### src/rtl/brd_status.sv
// ============================================================================
// Module   : brd_status
// Brief    : Board-input status port with synchronizer, per-bit debounce,
//            sticky rising-edge events and a maskable interrupt.
// Revision : 1.0 - initial release
// ============================================================================
`timescale 1ns/1ps
`default_nettype none

module brd_status #(
  parameter int WIDTH           = 32,
  parameter int DEBOUNCE_CYCLES = 16
) (
  input  logic             clk,
  input  logic             reset,
  input  logic             cs,
  input  logic             wen,
  input  logic [1:0]       addr,
  input  logic [WIDTH-1:0] din,
  output logic [WIDTH-1:0] dout,
  input  logic [WIDTH-1:0] status_in,
  output logic             irq
);

  localparam int              c_CW         = (DEBOUNCE_CYCLES <= 1) ? 1 : $clog2(DEBOUNCE_CYCLES);
  localparam logic [c_CW-1:0] c_TERM       = c_CW'(DEBOUNCE_CYCLES - 1);
  localparam logic [1:0]      c_ADDR_STATE = 2'd0;
  localparam logic [1:0]      c_ADDR_EVENT = 2'd1;
  localparam logic [1:0]      c_ADDR_MASK  = 2'd2;
  localparam logic [1:0]      c_ADDR_RAW   = 2'd3;

  logic [WIDTH-1:0] r_sync1;
  logic [WIDTH-1:0] r_sync2;
  logic [WIDTH-1:0] r_stable;
  logic [WIDTH-1:0] r_event;
  logic [WIDTH-1:0] r_mask;
  logic [c_CW-1:0]  r_cnt [WIDTH];

  logic [WIDTH-1:0] w_stable_nxt;
  logic [c_CW-1:0]  w_cnt_nxt [WIDTH];
  logic             w_wr;
  logic [WIDTH-1:0] w_clr;
  logic [WIDTH-1:0] w_rise;

  // Stable only follows sync2 after DEBOUNCE_CYCLES consecutive mismatches;
  // any single agreeing cycle restarts the count.
  for (genvar gi = 0; gi < WIDTH; gi++) begin : g_bit
    logic w_mismatch;
    logic w_term;

    assign w_mismatch       = r_sync2[gi] ^ r_stable[gi];
    assign w_term           = (r_cnt[gi] == c_TERM);
    assign w_stable_nxt[gi] = (w_mismatch && w_term) ? r_sync2[gi] : r_stable[gi];
    assign w_cnt_nxt[gi]    = (w_mismatch && !w_term) ? (r_cnt[gi] + c_CW'(1)) : '0;
  end

  assign w_wr   = cs & wen;
  assign w_clr  = (w_wr && (addr == c_ADDR_EVENT)) ? din : '0;
  assign w_rise = w_stable_nxt & ~r_stable;

  always_ff @(posedge clk or posedge reset) begin
    if (reset) begin
      r_sync1  <= '0;
      r_sync2  <= '0;
      r_stable <= '0;
      r_event  <= '0;
      r_mask   <= '0;
      for (int i = 0; i < WIDTH; i++) begin
        r_cnt[i] <= '0;
      end
    end else begin
      r_sync1  <= status_in;
      r_sync2  <= r_sync1;
      r_stable <= w_stable_nxt;
      r_cnt    <= w_cnt_nxt;
      // A rise on the same edge as a clear keeps the event set.
      r_event  <= (r_event & ~w_clr) | w_rise;
      if (w_wr && (addr == c_ADDR_MASK)) begin
        r_mask <= din;
      end
    end
  end

  always_comb begin
    dout = '0;
    case (addr)
      c_ADDR_STATE: dout = r_stable;
      c_ADDR_EVENT: dout = r_event;
      c_ADDR_MASK:  dout = r_mask;
      c_ADDR_RAW:   dout = r_sync2;
      default:      dout = '0;
    endcase
  end

  assign irq = |(r_event & r_mask);

endmodule

`default_nettype wire

### config.mk
export PLATFORM = sky130hd
export DESIGN_NAME = brd_status
export DESIGN_NICKNAME = d
export VERILOG_FILES = /design/src/rtl/brd_status.sv
export SDC_FILE = /design/constraint.sdc
export NUM_CORES = 1
export LEC_CHECK = 0
export CAP_MARGIN = 20
export CORE_ASPECT_RATIO = 2
export CORE_MARGIN = 2
export CORE_UTILIZATION = 60
export CTS_BUF_LIST = sky130_fd_sc_hd__clkbuf_4
export DETAILED_ROUTE_END_ITERATION = 8
export GPL_ROUTABILITY_DRIVEN = 0
export PLACE_DENSITY = 0.82
export REMOVE_ABC_BUFFERS = 1
export SLEW_MARGIN = 25
export SYNTH_ARGS = -nofsm -noshare
export SYNTH_HDL_FRONTEND = slang
export SYNTH_SLANG_ARGS = --single-unit
export TNS_END_PERCENT = 100
### constraint.sdc
create_clock -name clk -period 23.1 [get_ports clk]
set_clock_uncertainty 0.15 [all_clocks]
set_input_delay 3.465 -clock clk [delete_from_list [all_inputs] [get_ports clk]]
set_output_delay 3.465 -clock clk [all_outputs]
set_load 0.05 [all_outputs]
==> flow_summary.ini <==
[die]
die_width_um = 105
fp.dieArea_um2 = 21500
io_pins = 103
std_cell_rows = 73
start_util_pct = 61.1
dieHeight_um = 205
core_area_um2 = 19900

[worst_setup_path]
crit_end = dout[0]
critical_path_arrival_ns = 5.45
cp.required_ns = 19.49
critical_path_class = input pin to output port
r2r-start = r_cnt[120]
cp_max_fo = 34
endpoint_kind = output port
crit_start = addr[1]
reg2reg_depth = 3
r2r_end = r_stable[1]
rrSetupSlack_ns = 21.69
worst_setup_path_start_kind = input pin

[flow_run]
drv_cap = 0

[clock_tree]
cts.repair.resized = 0
postCtsSetupRepairBufs = 0
hold_buffers = 0
clock_path_buffers = 3
htree_num_levels = 3
clk_pin_slew_ns = 0.07
clock-sinks = 288
numCtsBuffers = 66
clk_latency_ns = 0.65
cts_root_buffer = clkbuf_4
cts_tree = done

[pwr]
p_leak_nw = 6.86
vdd.ir_drop.worst_uv = 55.7
power_per_cell_area_nw_per_um2 = 77.7
fin_total_pwr_mw = 1.11

[finish]
seq_area_um2 = 7210
multi_input_area_um2 = 4680
areaGrowthSynthToFinish_pct = 17.5
final_layout_size_suffix_gt1_share_pct = 21.5
fill_cells = 1415
nets = 1164

[sta]
hold_viol_final = 0
rsz0062_at_grt = no
relSlewSlack_pct = 30.9
timing.hold.ws_ns = 0.178
fmax_ghz = 0.110
min_period_over_period_pct = 39.2
layout_min_cycle_time_ns = 9.07
worst_slew_pin_slew_ns = 1.03
setup-violations-final = 0
drv_slew = 0
setup_tns_ns = 0

[route]
drt-total-wl_mm = 23.1
drc = 0
ant_nets = 0
route.vias.total = 7487
drtIter0Drc = 284
wl_per_cell_um = 16.8
vias_per_cell = 5.45
drtPass1Iterations = 4

[logic_synthesis]
syn_inst = 903
ys_seq_elements = 288
yosys.cell_types.count = 24
syn_area_per_cell_um2 = 13.5
synth_warnings = 0
synth_seq_area_share_pct = 59.2
synth_area_um2 = 12200

[global_routing]
antenna_found_initial = 1
grt_pass1_wl_mm = 39.1
grt_max_degree = 118
first_global_vias = 8149
grt_overflow = 0
grtUsageTotal_pct = 23.2

[place]
dp.final_hpwl_mm = 15.5
io_buffers = 102

[status]
status = finished, final reports clean

[hold_path]
hp-class = register to register
==> stage by stage <==
step / instances / setup slack (ns) / utilization (%) / instance area [um2]
final: 1375 / 14.03 / 71.8 / 14300
after global routing: 1375 / 13.96 / 71.8 / 14300
after CTS: 1374 / 14.02 / 71.8 / 14300
after detailed placement: 1256 / 14.03 / 67.2 / 13400
after global placement: 1256 / 14.06 / 67.2 / 13400
after floorplan: 888 / 11.54 / - / 12000
==> where the power goes <==
| group | switching [mW] | total, mW | internal (mW) |
|---|---|---|---|
| registers | 0.0270 | 0.563 | 0.536 |
| clock network | 0.192 | 0.424 | 0.232 |
| logic | 0.0609 | 0.124 | 0.0629 |
==> sequential cells by signal, indices dropped and copies added, names as in the netlist <==
register	count
r_cnt	128
r_event	32
r_mask	32
r_stable	32
r_sync1	32
r_sync2	32
==> critical path, stage by stage <==
cell             delay, ns
buf_2                 0.08
buf_4                 0.50
mux4_1                0.64
clkdlybuf4s50_1       0.73
==> synthesized netlist by cell type <==
library cell | n | area [um2]
inv_1 | 33 | 124
buf_4 | 3 | 22.5
a21o_1 | 32 | 240
nand2_1 | 32 | 120
mux2_2 | 34 | 383
xor2_1 | 32 | 280
nand4_1 | 4 | 25.0
nand2b_1 | 1 | 6.26
dfrtp_1 | 288 | 7210
a31o_2 | 31 | 272
ha_1 | 32 | 400
nand4b_4 | 1 | 23.8
mux2_4 | 30 | 450
nor3b_1 | 32 | 240
xnor2_1 | 64 | 561
or4_1 | 1 | 7.51
nand3_1 | 64 | 320
and4b_1 | 1 | 10.0
nor2_1 | 128 | 480
mux4_2 | 28 | 631
buf_6 | 11 | 124
mux4_1 | 4 | 105
clkbuf_8 | 1 | 13.8
a22oi_1 | 16 | 120
==> final cells by class <==
cell class	instances	share of cell area, %
diodes	1	0.0175
clock buffers	100	5.25
clock inverters	18	1.04
inverters	33	0.919
multi-input cells	567	32.7
flip-flops and latches	288	50.4
well taps	262	2.29
repair buffers	106	7.34
==> per-layer routing <==
layer,track usage (%),share of wire [%],vias to the layer above
li1,-,-,3518
met1,25.1,36,3777
met5,0,0,-
met4,11.7,3.9,0
met2,42.3,56,139
met3,5.13,3.8,53
==> cells in the final DEF, fill, tap and decap left out, types with 32 or more instances in the layout <==
cell type        count
nand2_1             32
a21o_1              32
xnor2_1             64
clkdlybuf4s50_1    100
nor2_1             128
clkbuf_4           100
ha_1                32
dfrtp_1            288
nand3_1             64
xor2_1              32
mux2_2              34
inv_1               32
nor3b_1             32
==> logic make-up (layout without fill, tap and decap cells) <==
logic type / count (synthesis) / after routing / synth area share, %
AOI/OAI and AO/OA: 79 / 79 / 5.19
xor gates and xnor gates: 96 / 96 / 6.91
adders and majority gates: 32 / 32 / 3.29
buffers and inverters: 48 / 257 / 2.33
DFF: 288 / 288 / 59.2
muxes: 96 / 96 / 12.9
other: 0 / 1 / 0
and+or+nand+nor: 264 / 264 / 10.1
==> worst min-delay path by stage <==
stage	startpoint	endpoint	slack [ns]	depth (start not counted)
floorplan	r_sync1[0]	r_sync2[0]	0.18	0
finish	r_sync1[1]	r_sync2[1]	0.18	0
global route	r_sync1[1]	r_sync2[1]	0.17	0
CTS	r_sync1[1]	r_sync2[1]	0.18	0
detailed placement	r_sync1[25]	r_sync2[25]	0.18	0
global placement	r_sync1[21]	r_sync2[21]	0.18	0
No activity file was read; power rests on OpenSTA's default activity.
==> RTL edit 1: new RTL, config.mk and constraints unchanged <==
The parameter `DEBOUNCE_CYCLES` goes from 16 to 8.
--- a/src/rtl/brd_status.sv
+++ b/src/rtl/brd_status.sv
@@ -9,7 +9,7 @@
 
 module brd_status #(
   parameter int WIDTH           = 32,
-  parameter int DEBOUNCE_CYCLES = 16
+  parameter int DEBOUNCE_CYCLES = 8
 ) (
   input  logic             clk,
   input  logic             reset,
Check against the original RTL: no difference found for any inputs over 10 cycles, from zero or initial values and one cycle with reset high; that may be too few to reach the edited logic, so the function may still have changed.
==> RTL edit 1 against the original RTL <==
Area after synthesis shrank 15%; die area decreased by 14%; setup slack worse by 2.0 ps; sequential cell count decreased by 32; fmax barely moved; critical path depth is the same; via count is 16% lower; synthesized cell count shrank 18%; design area shrank 14%; routed wire length decreased by 18%; highest routed layer unchanged.
Power is not compared: it rests on default switching activity, and its combinational part moved more than twofold at a synthesized area within 25%.
==> RTL edit 1: results (changes against the original RTL) <==
Logic synthesis
  • Synth async-reset ratio: 1.00 (unchanged)
  • Yosys warnings: 0 (unchanged)
  • Synth Instances: 743 (-18%)
  • Area share of fa/ha/maj cells after synthesis: 0.0771 (+0.0442)
  • Cell variety after synth: 22 (-8.3%)
  • Register area share after synthesis: 0.617 (+0.0247)
  • Synth cell count leaders: 256 x dfrtp_1, 64 x and2_1, 64 x ha_1, 64 x nand2_1, 33 x inv_1
  • Post-Synth XOR/XNOR Area: 0.0270 (-0.0421)
  • Synth Area in Compound Gates: 0.0556 (+0.00363)
  • Mux cell area share after synthesis: 0.104 (-0.0248)
  • Ranking of synthesized cells by area: dfrtp_1 62%, ha_1 7.7%, mux4_2 6.9%

Placement
  • Placed Area: 11600 sq um (-14%)
  • # placed instances: 1043 (-17%)
  • Pre-CTS WS: 13990 ps (-41.3 ps)
  • Post-detailed-placement half-perimeter wirelength: 12600 microns (-18%)

Power
  • Net Sw Frac: 0.322
  • P_leak: 5.71 nW

Layout
  • Area occupied by multi-input gates: 3730 sq um (-20%)
  • Fillers: 1175 (-17%)
  • Layout cell share with drive strength beyond 1: 0.168 (-0.0465)
  • Largest register FFs: 96 (-25%)

Detailed routing
  • Router iterations before antenna repair: 4 (unchanged)
  • Drt total wl: 19000 microns (-18%)
  • Vias: 6286 (-16%)
  • First DRT Iteration DRCs: 172 (-39%)
  • Routed WL per cell: 16.6 microns (-1.0%)

CTS
  • Root Buffer Master: clkbuf_4
  • Clock transition at the registers of the reported paths: 70 ps (about the same)
  • CTS HTree Levels: 2 (-1)
  • Num CTS Buffers: 55 (-17%)
  • Clock Latency Late Sink: 630 ps (-20 ps)

Setup path
  • CP max-delay cell: clkdlybuf4s50_1

GRT
  • GRT Total Usage: 0.218 (-0.0143)
  • Largest net degree at the start of global routing: 110 (-6.8%)
  • First-pass GRT wire length: 32400 microns (-17%)
  • Number of global-route vias before repair: 6668 (-18%)
  • Initial antenna violation count: 1 (unchanged)

Run status
  • Status: finished, final reports clean

Timing
  • Worst slew margin: 0.369 (+0.0598)
-- RTL edit 1: logic make-up after synthesis --
kind of cell	count (synthesis)
buf+inv	48
mux	64
xor+xnor	32
simple gates	199
flops	256
fa+ha+maj	64
compound gates	80
-- RTL edit 1: worst paths after layout --
kind / endpoint / slack, ps / depth (start not counted) / start
worst max register to register: r_event[1] / 21710 / 3 / r_cnt[90]
worst min register to register: r_sync2[11] / 170 / 0 / r_sync1[11]
worst max-delay path: dout[27] / 14030 / 4 / addr[1]
min in group asynchronous: r_sync1[19] / 3190 / 2 / reset
worst min-delay path: r_sync2[11] / 170 / 0 / r_sync1[11]
max in group asynchronous: r_sync2[7] / 18090 / 5 / reset
-- RTL edit 1: metal layers --
metal / wire [microns] / GRT usage / vias up
met1: 7940 / 0.282 / 3175
met5: 0 / 0 / -
met2: 9730 / 0.361 / 141
met3: 897 / 0.0489 / 26
li1: - / - / 2944
met4: 421 / 0.0845 / 0
-- RTL edit 1: cell type report --
| type | instances | area share |
|---|---|---|
| Antenna cell | 1 | 0.000204 |
| Clock buffer | 82 | 0.0501 |
| Clock inverter | 15 | 0.00478 |
| Inverter | 33 | 0.0107 |
| Multi-Input combinational cell | 439 | 0.303 |
| Sequential cell | 256 | 0.521 |
| Tap cell | 210 | 0.0214 |
| Timing Repair Buffer | 107 | 0.0885 |
-- RTL edit 1: power groups by stage --
stage	Combinational [mW]	Clock, mW	Sequential (mW)
after floorplan	0.267	0	0.637
after global placement	0.342	0	0.660
after detailed placement	0.361	0	0.666
after CTS	0.365	0.337	0.658
after global routing	0.408	0.358	0.673
final	0.361	0.322	0.658
==> RTL edit 2: new RTL, same flow settings <==
Made on the original files. Add an input register stage for `cs`, `wen`, `addr`, `din` and `status_in`, with the module's reset; this delays them by one clock.
--- a/src/rtl/brd_status.sv
+++ b/src/rtl/brd_status.sv
@@ -29,6 +29,28 @@
   localparam logic [1:0]      c_ADDR_MASK  = 2'd2;
   localparam logic [1:0]      c_ADDR_RAW   = 2'd3;
 
+  logic cs_q;
+  logic wen_q;
+  logic [1:0] addr_q;
+  logic [WIDTH-1:0] din_q;
+  logic [WIDTH-1:0] status_q;
+
+  always_ff @(posedge clk or posedge reset) begin
+    if (reset) begin
+      cs_q     <= '0;
+      wen_q    <= '0;
+      addr_q   <= '0;
+      din_q    <= '0;
+      status_q <= '0;
+    end else begin
+      cs_q     <= cs;
+      wen_q    <= wen;
+      addr_q   <= addr;
+      din_q    <= din;
+      status_q <= status_in;
+    end
+  end
+
   logic [WIDTH-1:0] r_sync1;
   logic [WIDTH-1:0] r_sync2;
   logic [WIDTH-1:0] r_stable;
@@ -54,8 +76,8 @@
     assign w_cnt_nxt[gi]    = (w_mismatch && !w_term) ? (r_cnt[gi] + c_CW'(1)) : '0;
   end
 
-  assign w_wr   = cs & wen;
-  assign w_clr  = (w_wr && (addr == c_ADDR_EVENT)) ? din : '0;
+  assign w_wr   = cs_q & wen_q;
+  assign w_clr  = (w_wr && (addr_q == c_ADDR_EVENT)) ? din_q : '0;
   assign w_rise = w_stable_nxt & ~r_stable;
 
   always_ff @(posedge clk or posedge reset) begin
@@ -69,21 +91,21 @@
         r_cnt[i] <= '0;
       end
     end else begin
-      r_sync1  <= status_in;
+      r_sync1  <= status_q;
       r_sync2  <= r_sync1;
       r_stable <= w_stable_nxt;
       r_cnt    <= w_cnt_nxt;
       // A rise on the same edge as a clear keeps the event set.
       r_event  <= (r_event & ~w_clr) | w_rise;
-      if (w_wr && (addr == c_ADDR_MASK)) begin
-        r_mask <= din;
+      if (w_wr && (addr_q == c_ADDR_MASK)) begin
+        r_mask <= din_q;
       end
     end
   end
 
   always_comb begin
     dout = '0;
-    case (addr)
+    case (addr_q)
       c_ADDR_STATE: dout = r_stable;
       c_ADDR_EVENT: dout = r_event;
       c_ADDR_MASK:  dout = r_mask;
Formal check against the unedited RTL: not equivalent (Yosys sat finds a counterexample within 4 cycles, from zero or initial values and one cycle with reset high).
==> RTL edit 2 against the original RTL <==
Clock power is 6.6% higher; area after synthesis is 14% higher; setup slack improved by 2200 ps; synthesized cell count up 7.5%; routed wire length increased by 4.1%; total power up 14%; sequential cell count up 68; highest routed layer unchanged; design area grew 12%; register-to-register slack worse by 1600 ps.
==> RTL edit 2: results (changes against the original RTL) <==
Layout
  • Fillers: 1611 (+14%)
  • Largest register FFs: 128 (unchanged)
  • Nets: 1243 (+6.8%)
  • Layout cell share with drive strength beyond 1: 0.213 (-0.00232)
  • Biggest register: r_cnt
  • Fin cells: 1471 (+7.0%)

CTS
  • Clock Latency Late Sink: 720 ps (+70 ps)
  • Hold_buf cts: 0 (unchanged)
  • Num CTS Buffers: 77 (+17%)
  • Resize count post-CTS: 0 (unchanged)
  • Max clock buf depth: 3 (unchanged)
  • CTS HTree Levels: 3 (unchanged)
  • Post-CTS Setup Repair Bufs: 0 (unchanged)
  • Root Buffer Master: clkbuf_4
  • Clock transition at the registers of the reported paths: 70 ps (about the same)

GRT
  • Largest net degree at the start of global routing: 135 (+14%)
  • Number of global-route vias before repair: 8784 (+7.8%)
  • First-pass GRT wire length: 40900 microns (+4.6%)
  • Initial antenna violation count: 1 (unchanged)
  • GRT Total Usage: 0.213 (-0.0192)

Detailed routing
  • Router iterations before antenna repair: 6 (+2)
  • Drt total wl: 24000 microns (+4.1%)
  • First DRT Iteration DRCs: 323 (+14%)
  • Vias: 7959 (+6.3%)

Power
  • Peak supply drop: 0.0000626 V (+12%)
  • P_leak: 7.65 nW (+12%)

Hold path
  • Destination of the worst hold path: r_sync1[28]
  • Hold Crit Class: reg -> reg
  • Min-delay src: status_q[28]
  • Hold Crit Depth: 0 (unchanged)

Placement
  • Port-buffer cells: 102 (unchanged)
  • Placed Area: 15100 sq um (+13%)
  • # placed instances: 1342 (+6.8%)
  • Post-detailed-placement half-perimeter wirelength: 15700 microns (+1.2%)
  • Pre-CTS WS: 15400 ps (+1370 ps)

Logic synthesis
  • Yosys warnings: 0 (unchanged)
  • Synth cell count leaders: 356 x dfrtp_1, 128 x nor2_1, 64 x nand3_1, 64 x xnor2_1, 34 x mux2_2
  • Synth async-reset ratio: 1.00 (unchanged)
  • Cell variety after synth: 24 (unchanged)
  • Ranking of synthesized cells by area: dfrtp_1 64%, mux4_2 5.0%, xnor2_1 4.0%
  • Register area share after synthesis: 0.643 (+0.0509)
  • Post-synthesis area per instance: 14.3 sq um (+5.9%)

Setup path
  • CP peak stage delay: 730 ps (about the same)
  • Reg2reg path depth: 3 (unchanged)
  • RR Endpoint: r_mask[15]
  • R2R Path Start: addr_q[1]
  • Arrival time at the worst endpoint: 3300 ps (-2150 ps)
  • CP max-delay cell: clkdlybuf4s50_1
  • FF-to-FF setup slack: 20110 ps (-1580 ps)
  • Worst-path maximum fanout: 21 (-38%)

Run status
  • Status: finished, final reports clean

Timing
  • Worst Max-Slew Pin Slew: 1020 ps (-10.1 ps)
  • Hold Slack: 184 ps (+5.38 ps)
RTL edit 2: changes by cell type in the layout (fill, tap and decap cells not counted), sizes merged:
cell           delta
buf               -2
clkdlybuf4s50     +2
clkinv            -1
bufinv            -3
clkbuf           +16
dfrtp            +68
inv               -2
RTL edit 2: final cells by class:
cell class / instances / area [sq um] / share of cell area
antenna: 1 / 2.50 / 0.000156
clock buffer: 116 / 871 / 0.0543
clock inverter: 12 / 47.5 / 0.00297
inverter: 33 / 131 / 0.00819
multi-input combinational: 567 / 4670 / 0.291
sequential: 356 / 8910 / 0.556
tap: 280 / 350 / 0.0218
timing repair buffer: 106 / 1050 / 0.0658
RTL edit 2: worst max-delay path by stage:
stage / slack (ps) / to / startpoint / cells after the start
after CTS: 16050 / dout[27] / addr_q[1] / 3
final: 16190 / dout[27] / addr_q[1] / 3
after global routing: 15960 / dout[27] / addr_q[1] / 3
after floorplan: 9610 / addr_q[0] / reset / 1
after detailed placement: 15400 / din_q[17] / reset / 5
after global placement: 15450 / din_q[24] / reset / 5
RTL edit 2: routing by layer:
layer  up-vias  share of wire  global-route usage
li1       3735              -                   -
met1      4030           0.38               0.244
met2       148           0.55               0.375
met3        46          0.041              0.0525
met4         0          0.027              0.0992
met5         -              0                   0
RTL edit 2: worst max-delay path: cells and delay by family, from the launching register on:
kind                   cells  cell delay [ps]
flip-flops                 1              710
multiplexers               1              630
buffers and inverters      2             1230
RTL edit 2: power by group:
part           internal (mW)  switching [mW]
sequential             0.661          0.0309
clock                  0.227           0.224
combinational         0.0619          0.0610
total                  0.950           0.316
RTL edit 2: cell families after synthesis:
kind of cell,after synthesis,synth area share
xor+xnor,96,0.0607
simple gates,264,0.0891
buf+inv,48,0.0199
fa+ha+maj,32,0.0289
flops,356,0.643
compound gates,79,0.0456
mux,96,0.112
